### src/rtl/imm_ext_pipe.sv
// imm_ext_pipe: two-stage ARM64 immediate extender with valid/ready and a saturating illegal-format counter.
// Define IMM_EXT_SHIFT12_EN to make I format honour instr[22] (imm12 << 12).
module imm_ext_pipe #(
  parameter int DATA_WIDTH = 64,
  parameter int CNT_WIDTH = 8
) (
  input  logic                  clk,
  input  logic                  reset,
  input  logic                  flush,
  input  logic                  in_valid,
  output logic                  in_ready,
  input  logic [31:0]           instr,
  input  logic [2:0]            fmt,
  output logic                  out_valid,
  input  logic                  out_ready,
  output logic [DATA_WIDTH-1:0] imm_ext,
  output logic                  illegal,
  output logic [CNT_WIDTH-1:0]  err_cnt
);
  logic [25:0] instr1;
  logic [2:0] fmt1;
  logic ill1, v1, v2, ld2, in_xfer, unused_bits;
  logic [63:0] iw;
  logic [DATA_WIDTH-1:0] imm_i, imm_d, imm_b, imm_cb, imm_nxt;
  assign ld2 = !v2 || out_ready;
  assign in_ready = !v1 || ld2;
  assign in_xfer = in_valid && in_ready && !flush;
  assign out_valid = v2;
  // instr[31:26] carry opcode bits no format needs; iw bits above DATA_WIDTH are dropped
  assign unused_bits = ^{instr[31:26], iw};
  assign iw = {48'b0, instr1[20:5]} << {instr1[22:21], 4'b0};
`ifdef IMM_EXT_SHIFT12_EN
  assign imm_i = {{(DATA_WIDTH-24){1'b0}}, instr1[22] ? {instr1[21:10], 12'b0} : {12'b0, instr1[21:10]}};
`else
  assign imm_i = {{(DATA_WIDTH-12){1'b0}}, instr1[21:10]};
`endif
  assign imm_d = {{(DATA_WIDTH-9){instr1[20]}}, instr1[20:12]};
  assign imm_b = {{(DATA_WIDTH-28){instr1[25]}}, instr1[25:0], 2'b00};
  assign imm_cb = {{(DATA_WIDTH-21){instr1[23]}}, instr1[23:5], 2'b00};
  assign imm_nxt = fmt1 == 3'd0 ? imm_i :
                   fmt1 == 3'd1 ? imm_d :
                   fmt1 == 3'd2 ? imm_b :
                   fmt1 == 3'd3 ? imm_cb :
                   fmt1 == 3'd4 ? iw[DATA_WIDTH-1:0] : '0;
  always_ff @(posedge clk) begin
    if (reset) begin
      v1 <= 1'b0;
      v2 <= 1'b0;
      instr1 <= '0;
      fmt1 <= '0;
      ill1 <= 1'b0;
      imm_ext <= '0;
      illegal <= 1'b0;
      err_cnt <= '0;
    end else begin
      v1 <= !flush && (in_ready ? in_valid : v1);
      v2 <= !flush && (ld2 ? v1 : v2);
      if (in_xfer) begin
        instr1 <= instr[25:0];
        fmt1 <= fmt;
        ill1 <= fmt >= 3'd5;
      end
      if (ld2 && v1 && !flush) begin
        imm_ext <= imm_nxt;
        illegal <= ill1;
      end
      if (in_xfer && fmt >= 3'd5 && err_cnt != '1) err_cnt <= err_cnt + 1'b1;
    end
  end
endmodule

### config.mk
export PLATFORM = sky130hd
export DESIGN_NAME = imm_ext_pipe
export DESIGN_NICKNAME = d
export VERILOG_FILES = /design/src/rtl/imm_ext_pipe.sv
export SDC_FILE = /design/constraint.sdc
export NUM_CORES = 1
export LEC_CHECK = 0
export CAP_MARGIN = 5
export CORE_MARGIN = 1.5
export CORE_UTILIZATION = 40
export CTS_CLUSTER_DIAMETER = 80
export DETAILED_ROUTE_END_ITERATION = 8
export GPL_ROUTABILITY_DRIVEN = 0
export PLACE_DENSITY = 0.77
export SLEW_MARGIN = 40
export SYNTH_ARGS = -nofsm -noshare
export SYNTH_HDL_FRONTEND = slang
export SYNTH_SLANG_ARGS = --single-unit
### constraint.sdc
create_clock -name clk -period 2.6 [get_ports clk]
set_input_delay 0.78 -clock clk [delete_from_list [all_inputs] [get_ports clk]]
set_output_delay 0.78 -clock clk [all_outputs]
set_load 0.05 [all_outputs]
==> results.json, run 1 <==
{
  "yosysWarnings": 0,
  "use_met2": 0.370,
  "antenna_cells_inserted": 0,
  "mappedNetlistArea_sq_um": 4690,
  "finalNonFillerCells": 843,
  "cts.htree.levels": 3,
  "worstPathRequired_ps": 1820,
  "avgSynthCellArea_sq_um": 7.73,
  "dpl_cell_area_sq_um": 5970,
  "r2r_slack_ps": 290,
  "ys.flop_type": "dfxtp_1",
  "synth_top_area_frac": 0.448,
  "track_usage": 0.227,
  "first_global_vias": 4463,
  "powerDensity_nw_per_um2": 547,
  "worstSetupEndpointType": "output pin",
  "total_power_mw": 3.43,
  "max_freq_mhz": 400,
  "synth_cell_types": 53,
  "die_x_um": 111,
  "grt_pass1_wl_um": 22700,
  "gr-usage-met1": 0.296,
  "wl_per_cell_um": 17.0,
  "final-hold-violation-count": 0,
  "antenna_left": 0,
  "numPortBuffers": 108,
  "num_rows": 39,
  "totalWireLength_um": 14300,
  "path_clk_slew_ps": 70,
  "finalInstanceArea_sq_um": 6270,
  "relSlewSlack": 0.482,
  "vias": 4754,
  "start_util": 0.411,
  "max-cap-violations": 0,
  "cp-start-kind": "primary input",
  "min_period_over_period": 0.961,
  "min_path_cells": 2,
  "criticalPathCategory": "primary input to output pin",
  "grt_antenna_before_repair": 0,
  "die_h_um": 111,
  "nets": 736,
  "dp_cells": 827,
  "synth_nets": 648,
  "overflow": 0,
  "hold_class": "flop to flop",
  "yosys.area.top_type": "dfxtp_1",
  "cts.sinks": 105,
  "vias_per_cell": 5.64,
  "fp.coreArea_sq_um": 11400,
  "busiest_layer": "met2",
  "path_max_fanout": 3,
  "drv_slew": 0,
  "grt_max_degree": 55,
  "post_cts_resized": 0,
  "status": "finished, final reports clean",
  "ios": 115,
  "skew_ps": 8.98,
  "ctsHoldBuffers": 0,
  "area_growth_pct": 33.8,
  "vdd_ir_drop_max_v": 0.000306,
  "clockBufferDepth": 2,
  "worstMarginPinSlew_ps": 774,
  "synth_edf_count": 0,
  "rsz0062_at_grt": "no",
  "layout-drive-gt1-share": 0.0714,
  "drc": 0,
  "clk_latency_ps": 350,
  "dpl.hpwl_um": 9790,
  "numCtsBuffers": 9,
  "synth-seq-cells": 105,
  "initialDrtViolationCount": 452,
  "netlist_instances": 607,
  "fin_crit_ps": 2500,
  "async_flop_share": 0,
  "rr_worst_depth": 4,
  "yosys-top-cells-area": "dfxtp_1 45%, a21oi_1 9.8%, nand2_1 9.0%, o21ai_0 6.2%, clkbuf_1 3.2%",
  "power.leakage_nw": 2.16,
  "cts_tree": "yes",
  "dr.pass1.iters": 6,
  "cp_data_arrival_time_ps": 1720,
  "die_area_sq_um": 12400,
  "ys_seq_area_frac": 0.448,
  "met3_usage": 0.0388,
  "cts-root-buf": "clkbuf_16",
  "setup_violations": 0,
  "cts_setup_buffers": 0
}
-- flip-flops by register name, summed over array words and instances, names as in the netlist --
register and flops:
v1 1, illegal 1, imm_ext 64, ill1 1
err_cnt 8, fmt1 3, out_valid 1, instr1 26
-- worst max-delay path, stage by stage --
cell	delay, ps
clkdlybuf4s50_1	400
and3b_4	300
inv_1	80
buf_12	150
-- cell families after synthesis --
logic type	after synthesis	share of synthesized area
adders and majority gates	2	0.00480
muxes	4	0.00880
and+or+nand+nor	204	0.195
DFF	105	0.448
buffers and inverters	71	0.0595
AOI/OAI and AO/OA	221	0.283
-- final timing paths --
path,endpoint,startpoint
setup / recovery,in_ready,out_ready
hold / removal,imm_ext[22],imm_ext[22]
setup reg to reg,imm_ext[9],fmt1[1]
hold reg to reg,imm_ext[22],imm_ext[22]
-- placed cells by master (no fill, tap or decap), types with 4 or more instances in the layout --
cell type        synthesis  layout
nand3_1                  4       4
dfxtp_1                105     105
o2bb2ai_1                6       6
nor3_1                  12      12
o22a_1                   6       6
nor2b_1                  9       9
clkdlybuf4s50_1          0     106
o21ai_0                 58      58
or3_1                    7       7
clkbuf_16                0       9
nand2b_1                 6       6
o21a_1                   5       5
a21o_1                   5       5
a311oi_1                 7       7
buf_4                    0      22
o22ai_1                  9       9
nor2_1                  31      30
a21oi_1                 92      92
inv_1                   16      16
and2_0                   5       5
nand2_1                113     113
a32o_1                  10      10
-- Yosys cell counts (6+ instances only) --
cell type,number
nand2_1,113
dfxtp_1,105
a21oi_1,92
o21ai_0,58
clkbuf_1,40
nor2_1,31
inv_1,16
nor3_1,12
a32o_1,10
nor2b_1,9
o22ai_1,9
buf_2,8
a311oi_1,7
or3_1,7
nand2b_1,6
o22a_1,6
o2bb2ai_1,6
-- metal layers --
layer  wire length (um)  vias up  share of wire
met5                  0        -              0
met1               6150     2201           0.43
met4                444        0          0.031
met3               1040       40          0.072
met2               6660      217           0.47
li1                   -     2296              -
-- power breakdown --
part	leakage, nW	switching [mW]	internal, mW	total (mW)
Sequential	0.850	0.0578	1.64	1.70
Clock	0.144	0.629	0.755	1.38
Combinational	1.17	0.206	0.147	0.353
-- stage by stage --
stage	setup WS, ps	hold slack, ps	setup TNS (ps)	util
3_3_place_gp	12.3	436	0	0.522
2_1_floorplan	441	432	0	-
3_5_place_dp	-15.8	445	-16.3	0.523
6_report	102	454	0	0.549
5_1_grt	72.0	478	0	0.549
4_1_cts	98.9	456	0	0.549
-- final cells by class --
type / count / area [sq um]
fill: 1074 / 5140
clock inverter: 7 / 78.8
multi-input combinational: 431 / 2340
tap: 143 / 179
sequential: 105 / 2100
clock buffer: 9 / 225
timing repair buffer: 132 / 1290
inverter: 16 / 60.1
Note: power is estimated with default switching activity, not from simulation.
==> run 2, diff against run 1 <==
Settings changed: REMOVE_ABC_BUFFERS set to 1.
==> results.json, run 2 (synthesis gave the netlist of run 1 again) <==
{
  "status": "finished, final reports clean",
  "cts.htree.levels": 3,
  "final-hold-violation-count": 0,
  "dr.pass1.iters": 5,
  "start_util": 0.411,
  "clockPowerShare": 0.391,
  "critPathTopFamily": "buffers and inverters",
  "first_global_vias": 4617,
  "initialDrtViolationCount": 419,
  "cts.sinks": 105,
  "totalWireLength_um": 14300,
  "power.switching_mw": 0.904,
  "p_sw_frac": 0.270,
  "nets": 739,
  "relSlewSlack": 0.477,
  "final_cell_mix": "113 x nand2_1, 106 x clkdlybuf4s50_1, 105 x dfxtp_1",
  "rsz0062_at_grt": "no",
  "cts_setup_buffers": 0,
  "worstMarginPinSlew_ps": 781,
  "die_area_sq_um": 12400,
  "setup_violations": 0,
  "final_common_cell": "nand2_1",
  "criticalPathCategory": "primary input to output pin",
  "fillers": 1086,
  "track_usage": 0.227,
  "clk_latency_ps": 350,
  "drc": 0,
  "seq_power_share": 0.502,
  "cp-start-kind": "primary input",
  "dpl.hpwl_um": 9860,
  "numCtsBuffers": 9,
  "max_stage_delay_ps": 440,
  "antenna_left": 0,
  "vdd_ir_drop_max_v": 0.000297,
  "crit_chain": "clkdlybuf4s50_1, and3b_4, inv_1, buf_12",
  "num_rows": 39,
  "post_cts_resized": 0,
  "pwr-share-comb": 0.107,
  "fin_crit_ps": 2550,
  "vias_per_cell": 5.70,
  "powerDensity_nw_per_um2": 534,
  "path_clk_slew_ps": 70,
  "worstSetupEndpointType": "output pin",
  "grt_max_degree": 55,
  "overflow": 0,
  "grt_antenna_before_repair": 0,
  "vias": 4821,
  "worstPathRequired_ps": 1820,
  "grt_pass1_wl_um": 23100,
  "cpMaxStageDelayCell": "clkdlybuf4s50_1",
  "power.leakage_nw": 2.17,
  "layout-drive-gt1-share": 0.0754,
  "fp.coreArea_sq_um": 11400,
  "largest-register": "imm_ext",
  "max-cap-violations": 0,
  "path_max_fanout": 3,
  "max_freq_mhz": 392,
  "antenna_cells_inserted": 0,
  "hold_class": "flop to flop",
  "drv_slew": 0,
  "cts_tree": "yes",
  "area_growth_pct": 33.9,
  "ctsHoldBuffers": 0,
  "skew_ps": 8.67,
  "numPortBuffers": 108,
  "ios": 115,
  "cts-root-buf": "clkbuf_16",
  "die_h_um": 111,
  "die_x_um": 111,
  "finish.utilization": 0.550,
  "largest_reg_flops": 64,
  "wl_per_cell_um": 16.9,
  "cp_data_arrival_time_ps": 1770,
  "clockBufferDepth": 2,
  "min_period_over_period": 0.980,
  "internal_power_mw": 2.45,
  "cp_num_buf_inv": 3,
  "hold_ws_ps": 454,
  "largest_registers": "imm_ext x64, instr1 x26, err_cnt x8"
}
## run 2: cell types whose count changed in the layout (fill, tap and decap cells not counted)
cell,before,now
bufinv_16,1,0
o21ba_4,0,1
clkinv_4,2,4
inv_6,0,1
clkinv_2,1,0
clkinvlp_4,2,1
o21ba_2,1,0
o21ai_4,1,0
o21ai_2,0,1
buf_4,22,25
## run 2: path summary, 6_finish.rpt
check | startpoint | to | slack (ps) | cells past startpoint
hold / removal | imm_ext[37] | imm_ext[37] | 450 | 2
setup reg to reg | fmt1[1] | imm_ext[26] | 540 | 5
hold reg to reg | imm_ext[37] | imm_ext[37] | 450 | 2
setup / recovery | out_ready | in_ready | 50 | 4
## run 2: cell type report
| type | count | area (sq um) | area share |
|---|---|---|---|
| sequential | 105 | 2100 | 0.335 |
| multi-input combinational | 431 | 2340 | 0.372 |
| clock buffer | 9 | 225 | 0.0359 |
| inverter | 16 | 60.1 | 0.00957 |
| clock inverter | 7 | 62.6 | 0.00996 |
| tap | 143 | 179 | 0.0285 |
| timing repair buffer | 135 | 1310 | 0.209 |
## run 2: routing by layer
layer	global-route usage	up-vias	share of wire
li1	-	2309	-
met1	0.295	2244	0.43
met2	0.376	237	0.47
met3	0.0503	31	0.082
met4	0.0700	0	0.017
met5	0	-	0
## run 2: worst reg2reg max path: stages (launching register included)
cell and delay, ps:
dfxtp_1 380, buf_4 250, nor2_1 620, a21boi_0 230, buf_4 250, a32o_1 230
## run 2: power groups by stage
stage          Sequential (mW)  Clock, mW  Combinational [mW]
2_1_floorplan             1.74          0               0.155
3_3_place_gp              1.72          0               0.345
3_5_place_dp              1.72          0               0.353
4_1_cts                   1.68       1.33               0.356
5_1_grt                   1.69       1.39               0.391
6_report                  1.68       1.31               0.360
## run 2: through the flow
stage	total power [mW]	setup TNS (ps)	setup slack, ps	cells	cell area, sq um
final	3.35	0	52.0	846	6280
after global routing	3.47	0	16.5	846	6280
after CTS	3.36	0	59.2	846	6270
after detailed placement	2.07	-191	-85.6	830	5980
after global placement	2.06	-86.3	-47.3	830	5980
after floorplan	1.90	-38170	-829	552	4470
==> run 3, diff against run 2 <==
Settings changed: CTS_CLUSTER_SIZE set to 14.
==> results of run 3 <==
Final layout, timing and power as in run 2 (identical DEF).
